File: src/rtl/spgd_dither_ctrl.sv
// SPGD dither sequencer: +/- dithered DAC steps, two metric captures, then a signed base update.
// Optional measurement watchdog is compiled in when SPGD_TIMEOUT_EN is defined.
module spgd_dither_ctrl #(
  parameter int          FLOAT_WIDTH   = 64,
  parameter int          DAC_WIDTH     = 14,
  parameter int          SETTLE_WIDTH  = 16,
  parameter int          INIT_CODE     = 8192,
  parameter logic [15:0] LFSR_SEED     = 16'hACE1,
  parameter int          TIMEOUT_WIDTH = 20
) (
  input  logic                    ADC_CLK,
  input  logic                    RST,
  input  logic                    START,
  input  logic [SETTLE_WIDTH-1:0] SETTLE_CYCLES,
  input  logic [DAC_WIDTH-1:0]    DITHER_AMP,
  input  logic [5:0]              GAIN_SHIFT,
  input  logic [FLOAT_WIDTH-1:0]  METRIC,
  input  logic                    MEAS_DONE,
  output logic                    MEAS_EN,
  output logic [DAC_WIDTH-1:0]    DAC_CODE_OUT,
  output logic                    DITHER_SIGN,
  output logic [31:0]             ITER_COUNT,
  output logic                    BUSY,
  output logic                    TIMEOUT
);

  localparam int FRAC_BITS = FLOAT_WIDTH - 16;
  localparam int UW        = ((DAC_WIDTH > 17) ? DAC_WIDTH : 17) + 2;
  localparam logic signed [UW-1:0] CODE_MAX = UW'((1 << DAC_WIDTH) - 1);
  localparam logic [DAC_WIDTH-1:0] INIT_DAC  = DAC_WIDTH'(INIT_CODE);
  localparam logic [15:0]          LFSR_TAPS = 16'hB400;

  typedef enum logic [3:0] {
    IDLE,
    SET_P,
    SETTLE_P,
    MEAS_P,
    CAP_P,
    SET_N,
    SETTLE_N,
    MEAS_N,
    CAP_N,
    UPDATE
  } state_t;

  state_t                  state_q, state_d;
  logic [DAC_WIDTH-1:0]    base_q, base_d;
  logic [DAC_WIDTH-1:0]    dac_q, dac_d;
  logic [15:0]             lfsr_q, lfsr_d, lfsr_step;
  logic [31:0]             iter_q, iter_d;
  logic [SETTLE_WIDTH-1:0] cnt_q, cnt_d, settle_last;
  logic [FLOAT_WIDTH-1:0]  jp_q, jp_d, jn_q, jn_d;
  logic                    meas_en_q, meas_en_d;
  logic                    cap_first_q, cap_first_d;
  logic                    abort;
  logic                    wd_expired;

  logic signed [FLOAT_WIDTH:0] diff, diff_sh;
  logic signed [16:0]          q_int;
  logic signed [UW-1:0]        base_ext, amp_ext, step, base_sum;
  logic signed [UW-1:0]        code_plus_raw, code_minus_raw;
  logic [DAC_WIDTH-1:0]        code_plus, code_minus, base_new;

  function automatic logic [DAC_WIDTH-1:0] sat_code(input logic signed [UW-1:0] v);
    if (v[UW-1])
      sat_code = '0;
    else if (v > CODE_MAX)
      sat_code = '1;
    else
      sat_code = DAC_WIDTH'(v);
  endfunction

  // Dither codes: "plus" phase is base + s*AMP, "minus" phase is base - s*AMP.
  assign base_ext       = $signed({{(UW-DAC_WIDTH){1'b0}}, base_q});
  assign amp_ext        = $signed({{(UW-DAC_WIDTH){1'b0}}, DITHER_AMP});
  assign code_plus_raw  = lfsr_q[0] ? (base_ext + amp_ext) : (base_ext - amp_ext);
  assign code_minus_raw = lfsr_q[0] ? (base_ext - amp_ext) : (base_ext + amp_ext);
  assign code_plus      = sat_code(code_plus_raw);
  assign code_minus     = sat_code(code_minus_raw);

  // One extra bit keeps Jp - Jn exact; the arithmetic shift floors toward -inf.
  assign diff     = $signed({jp_q[FLOAT_WIDTH-1], jp_q}) - $signed({jn_q[FLOAT_WIDTH-1], jn_q});
  assign diff_sh  = diff >>> GAIN_SHIFT;
  assign q_int    = 17'(diff_sh >>> FRAC_BITS);
  assign step     = lfsr_q[0] ? $signed({{(UW-17){q_int[16]}}, q_int})
                              : -$signed({{(UW-17){q_int[16]}}, q_int});
  assign base_sum = base_ext + step;
  assign base_new = sat_code(base_sum);

  assign lfsr_step   = lfsr_q[0] ? ((lfsr_q >> 1) ^ LFSR_TAPS) : (lfsr_q >> 1);
  assign settle_last = (SETTLE_CYCLES == '0) ? '0 : (SETTLE_CYCLES - SETTLE_WIDTH'(1));

`ifdef SPGD_TIMEOUT_EN
  logic [TIMEOUT_WIDTH-1:0] wd_q, wd_d;
  logic                     timeout_q;

  always_comb begin
    wd_d = '0;
    if (state_q == MEAS_P || state_q == CAP_P || state_q == MEAS_N || state_q == CAP_N)
      wd_d = wd_q + TIMEOUT_WIDTH'(1);
  end

  assign wd_expired = &wd_d;

  always_ff @(posedge ADC_CLK or posedge RST) begin
    if (RST) begin
      wd_q      <= '0;
      timeout_q <= 1'b0;
    end else begin
      wd_q      <= wd_d;
      timeout_q <= timeout_q | wd_expired;
    end
  end

  assign TIMEOUT = timeout_q;
`else
  assign wd_expired = 1'b0;
  assign TIMEOUT    = 1'b0;
`endif

  always_comb begin
    state_d     = state_q;
    base_d      = base_q;
    dac_d       = dac_q;
    lfsr_d      = lfsr_q;
    iter_d      = iter_q;
    cnt_d       = cnt_q;
    jp_d        = jp_q;
    jn_d        = jn_q;
    meas_en_d   = 1'b0;
    cap_first_d = 1'b0;
    abort       = 1'b0;

    case (state_q)
      IDLE: begin
        dac_d = base_q;
        if (START)
          state_d = SET_P;
      end
      SET_P: begin
        dac_d   = code_plus;
        cnt_d   = '0;
        state_d = SETTLE_P;
      end
      SETTLE_P: begin
        if (cnt_q >= settle_last) begin
          cnt_d     = '0;
          meas_en_d = 1'b1;
          state_d   = MEAS_P;
        end else begin
          cnt_d = cnt_q + SETTLE_WIDTH'(1);
        end
      end
      MEAS_P: begin
        if (MEAS_DONE) begin
          cap_first_d = 1'b1;
          state_d     = CAP_P;
        end else begin
          meas_en_d = 1'b1;
        end
      end
      CAP_P: begin
        // Sample exactly once, on the cycle after MEAS_DONE was accepted.
        if (cap_first_q)
          jp_d = METRIC;
        if (!MEAS_DONE)
          state_d = SET_N;
      end
      SET_N: begin
        dac_d   = code_minus;
        cnt_d   = '0;
        state_d = SETTLE_N;
      end
      SETTLE_N: begin
        if (cnt_q >= settle_last) begin
          cnt_d     = '0;
          meas_en_d = 1'b1;
          state_d   = MEAS_N;
        end else begin
          cnt_d = cnt_q + SETTLE_WIDTH'(1);
        end
      end
      MEAS_N: begin
        if (MEAS_DONE) begin
          cap_first_d = 1'b1;
          state_d     = CAP_N;
        end else begin
          meas_en_d = 1'b1;
        end
      end
      CAP_N: begin
        if (cap_first_q)
          jn_d = METRIC;
        if (!MEAS_DONE)
          state_d = UPDATE;
      end
      UPDATE: begin
        base_d  = base_new;
        dac_d   = base_new;
        iter_d  = iter_q + 32'd1;
        lfsr_d  = lfsr_step;
        state_d = START ? SET_P : IDLE;
      end
      default: begin
        state_d = IDLE;
      end
    endcase

    // UPDATE always completes; everywhere else a dropped START or watchdog abandons the iteration.
    if ((state_q != IDLE && state_q != UPDATE && !START) || wd_expired)
      abort = 1'b1;

    if (abort) begin
      state_d     = IDLE;
      dac_d       = base_q;
      meas_en_d   = 1'b0;
      cap_first_d = 1'b0;
    end
  end

  always_ff @(posedge ADC_CLK or posedge RST) begin
    if (RST) begin
      state_q     <= IDLE;
      base_q      <= INIT_DAC;
      dac_q       <= INIT_DAC;
      lfsr_q      <= LFSR_SEED;
      iter_q      <= '0;
      cnt_q       <= '0;
      jp_q        <= '0;
      jn_q        <= '0;
      meas_en_q   <= 1'b0;
      cap_first_q <= 1'b0;
    end else begin
      state_q     <= state_d;
      base_q      <= base_d;
      dac_q       <= dac_d;
      lfsr_q      <= lfsr_d;
      iter_q      <= iter_d;
      cnt_q       <= cnt_d;
      jp_q        <= jp_d;
      jn_q        <= jn_d;
      meas_en_q   <= meas_en_d;
      cap_first_q <= cap_first_d;
    end
  end

  assign MEAS_EN      = meas_en_q;
  assign DAC_CODE_OUT = dac_q;
  assign DITHER_SIGN  = lfsr_q[0];
  assign ITER_COUNT   = iter_q;
  assign BUSY         = (state_q != IDLE);

endmodule

File: config.mk
export PLATFORM = sky130hd
export DESIGN_NAME = spgd_dither_ctrl
export DESIGN_NICKNAME = d
export VERILOG_FILES = /design/src/rtl/spgd_dither_ctrl.sv
export SDC_FILE = /design/constraint.sdc
export NUM_CORES = 1
export LEC_CHECK = 0
export CAP_MARGIN = 20
export CORE_MARGIN = 1
export CORE_UTILIZATION = 25
export CTS_BUF_LIST = sky130_fd_sc_hd__clkbuf_4 sky130_fd_sc_hd__clkbuf_8
export DETAILED_ROUTE_END_ITERATION = 12
export GPL_TIMING_DRIVEN = 0
export HOLD_SLACK_MARGIN = 0.15
export SYNTH_ARGS = -nofsm -noshare
export SYNTH_HDL_FRONTEND = slang
export SYNTH_SLANG_ARGS = --single-unit
File: constraint.sdc
create_clock -name ADC_CLK -period 9.8 [get_ports ADC_CLK]
set_input_delay 1.47 -clock ADC_CLK [delete_from_list [all_inputs] [get_ports ADC_CLK]]
set_output_delay 1.47 -clock ADC_CLK [all_outputs]
set_load 0.05 [all_outputs]
==> flow_summary.ini, run 1 <==
[global_routing]
antenna_found_initial = 9
grt.busiest_layer = met2
grt_use_met1_pct = 20.7
grt_pass1_vias = 16100
met2_usage_pct = 23.0
grt_overflow = 0
grt_start_max_net_pins = 116
met3_usage_pct = 3.52
grt_usage_pct = 14.9
grt_first_pass_wirelength_um = 88900

[route]
first_pass_iters = 5
wl_um = 55800
drt_iter0_drc = 1140
wl_per_cell_um = 16.9
drc = 0
postRouteAntennaNets = 0
vias = 16800
viasPerCell = 5.10

[final_layout]
num-fill-cells = 7696
final_cells = 3303
regArea_um2 = 5670
drive_gt1_share_pct = 12.2
syn2layout_area_growth_pct = 20.6
multiInputGateArea_um2 = 11500
final_nets = 2560
final_area_um2 = 21800

[timing]
setup_slack_ns = 1.28
tightestPinTransition_ns = 1.16
fin_worst_skew_ns = 0.0350
hold_violations = 0
setup_viol = 0
rsz0062_at_grt = false
fin_crit_sh_pct = 86.9
slew_violations = 0
period_minus_slack_ns = 8.52
maxSlewHeadroom_pct = 22.2
fmax_ghz = 0.117

[logic_synthesis]
synth_compound_area_share_pct = 22.1
synthMuxAreaShare_pct = 8.74
synth_top_family_by_area = compound AO/OA/AOI/OAI gates
synth_common_cells = 259 x nand2_1, 216 x dfrtp_1, 161 x a21oi_1
synth.area.top_cells = dfrtp_1 30%, ha_1 8.9%, mux2_2 8.2%
synthSimpleGateAreaFrac_pct = 19.8
synthesis.nets = 2359
yosysMostFrequentCell = nand2_1
syn_inst = 2124
ys_ff_latch = 226
synth_area_um2 = 18000
yosys_most_used_dff = dfrtp_1
async_flop_share_pct = 100
synth_xor_xnor_area_share_pct = 4.03
synth_seq_area_share_pct = 31.4
yosysTopAreaCell = dfrtp_1
synth_edf_count = 0
yosysTopAreaCellShare_pct = 30.0
synthAdderAreaFrac_pct = 9.21
yosysWarnings = 0
syn_area_per_cell_um2 = 8.49
post_synth_num_cell_types = 106

[critical_path]
end_kind = flop
critPathArrivalTime_ns = 8.94
worstPathMaxFanout = 10
r2r-end = DAC_CODE_OUT[5]
path_buf_inv = 4
cpMaxStageDelayCell = nor4_1
crit_type = reg -> reg
reg2reg_slack_ns = 1.28
reg2reg_from = jp_q[61]
r2r_cells = 35
critPathTopFamily = compound AO/OA/AOI/OAI gates
cp.required_ns = 10.23
startpoint_type = flop
slowest_delay_ns = 0.78

[clocking]
cts.sinks = 226
cts_tree = done
cts_buffer_depth = 3
clkTransAtPathRegs_ns = 0.06
cts_buffers = 44
ctsHoldBuffers = 0
ctsResizeCount = 0
cts-root-buf = clkbuf_8
cts_setup_buffers = 0
h-tree-depth = 2
clock_insertion_delay_worst_skew_ns = 0.61

[placement]
port_buffers = 151
dp.cells = 3227
dp_hpwl_um = 43300
gp_congestion = 0.920
dp_slack_ns = 1.34
placed_cell_area_um2 = 20800

[floorplan]
rows = 98
die_h_um = 271
die_w_um = 271
die_area_um2 = 73200
start_util_pct = 25.2
core_area_um2 = 71500
pin_count = 154

[power]
p_leak_nw = 9.09
power_mw = 3.33
power_per_cell_area_nw_per_um2 = 153
ir_drop_mv = 0.0983

[run_status]
outcome = finished, final reports clean

[hold_path]
min_to = lfsr_q[6]
worstHoldPathCells = 2
hold_class = reg -> reg
hp-start = lfsr_q[7]

[run]
cap_violations = 0
-- worst min-delay path, delay by kind of cell (launching register included) --
family	cells	cell delay (ns)
flops	1	0.36
simple gates	2	0.09
-- kinds of logic after synthesis --
kind of cell / after synthesis
flip-flops: 226
other: 1
AO/OA/AOI/OAI: 600
adder cells (fa/ha/maj): 131
buffers and inverters: 209
XOR/XNOR: 83
AND/OR/NAND/NOR: 734
multiplexers: 140
-- registers in the layout, summed over array words and instances (netlist names) --
signal / count
jn_q: 64
jp_q: 64
ITER_COUNT: 32
cnt_q: 16
lfsr_q: 16
DAC_CODE_OUT: 14
base_q: 14
state_q: 4
MEAS_EN: 1
cap_first_q: 1
-- metal layers --
layer / part of all wire [%] / routed length, µm
met1: 47 / 26400
met3: 7.1 / 3970
met2: 43 / 24100
met5: 0.15 / 85
met4: 2.2 / 1220
-- metrics by stage --
step	setup TNS (ns)	hold slack [ns]	util, %
5_1_grt	0	0.476	30.4
3_5_place_dp	0	0.451	29.1
2_1_floorplan	0	0.435	-
3_3_place_gp	-289.60	0.449	29.0
4_1_cts	0	0.448	30.4
6_report	0	0.447	30.4
-- where the power goes --
part	switching [mW]	internal, mW	total, mW	leakage (nW)
Combinational	0.767	0.468	1.23	5.90
Sequential	0.0627	1.00	1.06	2.71
Clock	0.425	0.602	1.03	0.490
-- final cells by class --
cell class	instances	area share [%]
Antenna cell	1	0.0115
Buffer	88	1.78
Clock buffer	65	3.71
Clock inverter	8	0.558
Inverter	121	2.12
Multi-Input combinational cell	1689	53.0
Sequential cell	226	26.0
Tap cell	950	5.46
Timing Repair Buffer	155	7.29
-- worst max path at each step --
stage                  startpoint              end  slack, ns  depth (start not counted)
global placement              RST         jn_q[10]      -1.37                          2
detailed placement  GAIN_SHIFT[1]  DAC_CODE_OUT[5]       1.34                         29
floorplan                     RST  DAC_CODE_OUT[0]       2.16                          1
global route             jp_q[48]  DAC_CODE_OUT[5]       0.69                         33
CTS                      jp_q[48]  DAC_CODE_OUT[5]       1.43                         33
finish                   jp_q[61]  DAC_CODE_OUT[5]       1.28                         35
-- cells in the final DEF (no fill, tap or decap), types with 16 or more instances in the layout --
cell type / instances
a211oi_1: 30
a21o_1: 40
a21oi_1: 161
a31oi_1: 19
and3_1: 24
clkbuf_1: 67
clkbuf_8: 51
clkdlybuf4s50_1: 151
dfrtp_1: 216
ha_1: 128
inv_1: 120
mux2_2: 131
nand2_1: 259
nand2b_1: 21
nand3_1: 62
nand4_1: 49
nor2_1: 150
nor3_1: 46
nor4_1: 17
o211ai_1: 17
o21a_1: 20
o21ai_0: 132
o21ai_1: 16
o21bai_1: 16
or3_1: 21
xnor2_1: 50
xor2_1: 33
Power figures use the tool's default switching activity.
==> inputs of run 2 (changes only) <==
ABC_AREA = 1   (was default)
CTS_BUF_LIST = sky130_fd_sc_hd__clkbuf_16   (was sky130_fd_sc_hd__clkbuf_4 sky130_fd_sc_hd__clkbuf_8)
==> flow_summary.ini, run 2 <==
[run_status]
outcome = finished, final reports clean

[route]
viasPerCell = 4.44
vias = 17200
first_pass_iters = 7
wl_per_cell_um = 13.7
drc = 0
postRouteAntennaNets = 0
wl_um = 53300
drt_iter0_drc = 1066

[critical_path]
path_buf_inv = 4
end_kind = flop
crit_top_cell = nand2_1
cp.required_ns = 10.24
reg2reg_from = jp_q[51]
crit_type = reg -> reg
cpMaxStageDelayCell = fa_1
setup.worst_path.start = jp_q[51]
worstPathMaxFanout = 10
r2r-end = DAC_CODE_OUT[9]
r2r_cells = 41
startpoint_type = flop
reg2reg_slack_ns = 3.23
slowest_delay_ns = 0.49
critPathArrivalTime_ns = 7.01
critPathTopFamily = simple AND/OR/NAND/NOR gates

[power]
p_int_mw = 2.68
power_per_cell_area_nw_per_um2 = 227
ir_drop_mv = 0.124
power_mw = 4.99
pwr-share-comb_pct = 54.9
pwr-share-seq_pct = 25.8
p_leak_nw = 10.9
switching_share_pct = 46.3
power.switching_mw = 2.31
pwr-share-clk_pct = 19.2

[clocking]
cts.sinks = 226
cts_tree = done
cts-root-buf = clkbuf_16
clock_insertion_delay_worst_skew_ns = 0.57
cts_buffer_depth = 3
clkTransAtPathRegs_ns = 0.06
cts_setup_buffers = 0
cts_buffers = 27
ctsResizeCount = 0
h-tree-depth = 1
ctsHoldBuffers = 0

[logic_synthesis]
synth_common_cells = 817 x nand2_1, 425 x inv_1, 216 x dfrtp_1
yosysMostFrequentCell = nand2_1
yosysTopAreaCellShare_pct = 29.4
synth_seq_area_share_pct = 30.8
synth.area.top_cells = dfrtp_1 29%, nand2_1 17%, ha_1 8.7%
synth_edf_count = 0
async_flop_share_pct = 100
post_synth_num_cell_types = 53
ys_ff_latch = 226
yosysTopAreaCell = dfrtp_1
syn_inst = 2717
syn_area_per_cell_um2 = 6.76
synth_area_um2 = 18400
yosysWarnings = 0
yosys_most_used_dff = dfrtp_1
synthesis.nets = 2952

[final_layout]
mostFrequentLayoutCell = nand2_1
syn2layout_area_growth_pct = 19.5
num-fill-cells = 8026
final_nets = 3134
final_cell_mix = 817 x nand2_1, 426 x inv_1, 216 x dfrtp_1, 195 x nand3_1, 192 x nor2_1
final_area_um2 = 22000
drive_gt1_share_pct = 6.68
antenna_cells = 0
fin_util_pct = 30.2
final_cells = 3877

[global_routing]
grt_overflow = 0
grt_first_pass_wirelength_um = 86300
antenna_found_initial = 9
grt_pass1_vias = 16600
grt_usage_pct = 14.2
grt_start_max_net_pins = 99

[timing]
tightestPinTransition_ns = 0.800
setup_viol = 0
fmax_ghz = 0.152
rsz0062_at_grt = false
slew_violations = 0
whs_ns = 0.464
period_minus_slack_ns = 6.57
fin_crit_sh_pct = 67.0
maxSlewHeadroom_pct = 46.7
hold_violations = 0
fin_worst_skew_ns = 0.0187

[floorplan]
start_util_pct = 25.2
die_h_um = 273
pin_count = 154
die_w_um = 273
rows = 99
core_area_um2 = 72800
die_area_um2 = 74600

[placement]
gp_congestion = 0.951
dp.cells = 3829
dp_hpwl_um = 43100
placed_cell_area_um2 = 21200
port_buffers = 150

[run]
cap_violations = 0

[hold_path]
worstHoldPathCells = 2
hp-start = lfsr_q[7]
min_to = lfsr_q[6]
hold_class = reg -> reg
[run 2: cell types whose count changed after synthesis, sizes merged, moves of 53 or more]
cell	previous run	this run
nand2	259	850
inv	121	433
nand3	64	197
mux2	131	63
nor2	150	203
[run 2: cell families after synthesis]
| logic type | Yosys count | synth area share [%] |
|---|---|---|
| AO/OA/AOI/OAI | 372 | 11.0 |
| XOR/XNOR | 92 | 4.38 |
| adder cells (fa/ha/maj) | 131 | 9.04 |
| buffers and inverters | 495 | 10.3 |
| flip-flops | 226 | 30.8 |
| multiplexers | 64 | 3.91 |
| other | 1 | 0.0204 |
| AND/OR/NAND/NOR | 1336 | 30.4 |
[run 2: worst max path at each step]
stage                        to  slack [ns]  cells after the start
5_1_grt        DAC_CODE_OUT[10]        2.51                     44
3_5_place_dp    DAC_CODE_OUT[9]        2.84                     35
4_1_cts        DAC_CODE_OUT[10]        3.27                     43
2_1_floorplan   DAC_CODE_OUT[0]        2.16                      1
3_3_place_gp           jp_q[13]       -1.39                      2
6_report        DAC_CODE_OUT[9]        3.23                     41
[run 2: power by group through the flow]
stage / clock network (mW) / logic, mW / registers, mW
CTS: 0.995 / 2.74 / 1.29
finish: 0.960 / 2.74 / 1.29
global route: 1.03 / 3.11 / 1.31
detailed placement: 0 / 2.72 / 1.31
global placement: 0 / 2.70 / 1.30
floorplan: 0 / 1.99 / 1.37
[run 2: per-layer routing]
layer	global-route usage (%)	part of all wire, %
met4	3.81	2.4
met5	0	0.20
met3	2.28	4.4
met1	19.2	48
met2	23.4	45
[run 2: layout make-up]
cell class | instances | area, µm² | area share, %
Multi-Input combinational cell | 1996 | 10800 | 49.2
Sequential cell | 226 | 5670 | 25.8
Inverter | 439 | 1660 | 7.53
Timing Repair Buffer | 153 | 1560 | 7.12
Tap cell | 959 | 1200 | 5.46
Clock buffer | 27 | 676 | 3.08
Buffer | 56 | 246 | 1.12
Clock inverter | 21 | 143 | 0.649
[run 2: metrics by stage]
stage / setup WS (ns) / TNS (ns)
final: 3.23 / 0
after floorplan: 2.16 / 0
after CTS: 3.27 / 0
after detailed placement: 2.84 / 0
after global routing: 2.51 / 0
after global placement: -1.39 / -293.86
[run 2: worst reg2reg max path, delay by kind of cell, from the launching register on]
kind / cells / cell delay (ns)
simple gates: 24 / 2.62
compound gates: 10 / 1.70
fa+ha+maj: 3 / 1.21
buf+inv: 4 / 0.54
flops: 1 / 0.38
==> inputs of run 3 (changes only) <==
clock period = 5.7 ns   (was 9.8 ns; I/O delays follow)
==> flow_summary.ini, run 3 (same netlist as run 2, synthesis figures left out) <==
[run_status]
outcome = complete, but fails checks
violations = design-rule violations, negative setup slack

[global_routing]
grt_usage_pct = 14.9
grt_first_pass_wirelength_um = 90700
grt_pass1_vias = 17300
grt_overflow = 0
antenna_found_initial = 11
grt_start_max_net_pins = 43

[power]
ir_drop_mv = 0.275
power_per_cell_area_nw_per_um2 = 412
p_leak_nw = 11.5

[run]
cap_violations = 0

[final_layout]
drive_gt1_share_pct = 18.0
final_nets = 3183
mostFrequentLayoutCell = nand2_1
final_cells = 3925
final_cell_mix = 721 x nand2_1, 420 x inv_1, 216 x dfrtp_1, 172 x nand3_1, 150 x clkdlybuf4s50_1
syn2layout_area_growth_pct = 31.0

[route]
drc = 2
top_layer = met5
wl_per_cell_um = 14.3
wl_met2_um = 26100
m1WireLength_um = 26000
viasPerCell = 4.52
wl_um = 56300
wl_met3_um = 2770
first_pass_iters = 10
postRouteAntennaNets = 0
vias = 17800
drt_iter0_drc = 1027

[floorplan]
core_area_um2 = 72800
rows = 99
pin_count = 154
die_h_um = 273
die_area_um2 = 74600
start_util_pct = 25.2
die_w_um = 273

[timing]
whs_ns = 0.463
slew_violations = 0
fmax_ghz = 0.170
period_minus_slack_ns = 5.89
setup_viol = 27
setup_slack_ns = -0.192
tightestPinTransition_ns = 0.847
hold_violations = 0
maxSlewHeadroom_pct = 43.4
tns_ns = -2.89
fin_worst_skew_ns = 0.0124
fin_crit_sh_pct = 103
rsz0062_at_grt = true

[clocking]
cts.sinks = 226
h-tree-depth = 1
cts_tree = done
clock_insertion_delay_worst_skew_ns = 0.56
clkTransAtPathRegs_ns = 0.06
cts_buffer_depth = 3
ctsHoldBuffers = 0
cts_buffers = 26
cts-root-buf = clkbuf_16

[critical_path]
critPathArrivalTime_ns = 6.35
crit_type = reg -> reg
startpoint_type = flop
path_buf_inv = 3
cpMaxStageDelayCell = dfrtp_1
cp.required_ns = 6.15
crit_top_cell = nand2_2
worstPathMaxFanout = 5
slowest_delay_ns = 0.42
critPathTopFamily = simple AND/OR/NAND/NOR gates
end_kind = flop

[placement]
dp_hpwl_um = 43900
dp.cells = 3833
dp_slack_ns = -0.888
port_buffers = 150
gp_congestion = 0.912

[hold_path]
hold_class = reg -> reg
## run 3: changes by cell type in the layout (fill, tap and decap cells not counted), moves of 33 or more
cell / before / now
ha_1: 128 / 75
a21oi_1: 140 / 106
buf_4: 3 / 47
nand2_2: 32 / 104
ha_4: 0 / 50
nor2_1: 192 / 136
a21oi_2: 2 / 35
nand2_1: 817 / 721
## run 3: path summary, 6_finish.rpt
check                                  end  cells past startpoint  startpoint  slack [ns]
setup / recovery           DAC_CODE_OUT[6]                     42    jp_q[43]       -0.19
hold / removal                   lfsr_q[6]                      2   lfsr_q[7]        0.46
hold reg to reg                  lfsr_q[6]                      2   lfsr_q[7]        0.46
min in group asynchronous  DAC_CODE_OUT[4]                      2         RST        0.84
setup reg to reg           DAC_CODE_OUT[6]                     42    jp_q[43]       -0.19
max in group asynchronous        lfsr_q[5]                      5         RST        3.69
## run 3: worst register-to-register path: cells and delay by family, from the launching register on
family | cells | cell delay, ns
buf+inv | 3 | 0.40
fa+ha+maj | 3 | 1.00
simple gates | 30 | 3.26
compound gates | 6 | 0.72
flops | 1 | 0.42
## run 3: through the flow
step | utilization, % | power, mW | area [µm²]
after CTS | 31.8 | 9.27 | 23200
after detailed placement | 29.1 | 6.95 | 21200
after global routing | 33.0 | 10.7 | 24100
final | 33.0 | 9.91 | 24100
after global placement | 28.9 | 6.89 | 21100
after floorplan | - | 5.77 | 18400
## run 3: layout make-up
class / count / area [µm²]
fillers: 7789 / 48800
flip-flops and latches: 226 / 5670
diodes: 1 / 2.50
clock buffers: 27 / 676
multi-input cells: 1996 / 12500
plain buffers: 56 / 246
clock inverters: 18 / 136
well taps: 959 / 1200
repair buffers: 203 / 2000
inverters: 439 / 1650
## run 3: power by group
group / internal (mW) / total, mW / switching, mW
combinational: 2.42 / 5.97 / 3.55
sequential: 1.96 / 2.28 / 0.325
clock: 0.939 / 1.66 / 0.717
## run 3: metal layers
layer | vias up | track usage, %
met4 | 18 | 3.76
li1 | 9092 | -
met5 | - | 0
met1 | 8282 | 19.8
met3 | 87 | 2.46
met2 | 274 | 25.0
## run 3: what timing repair did
item,CTS,global route
gates cloned,0,1
buffers inserted,19,26
gates resized for setup,221,167
endpoints found under the setup margin,28,28
pin swaps,54,79
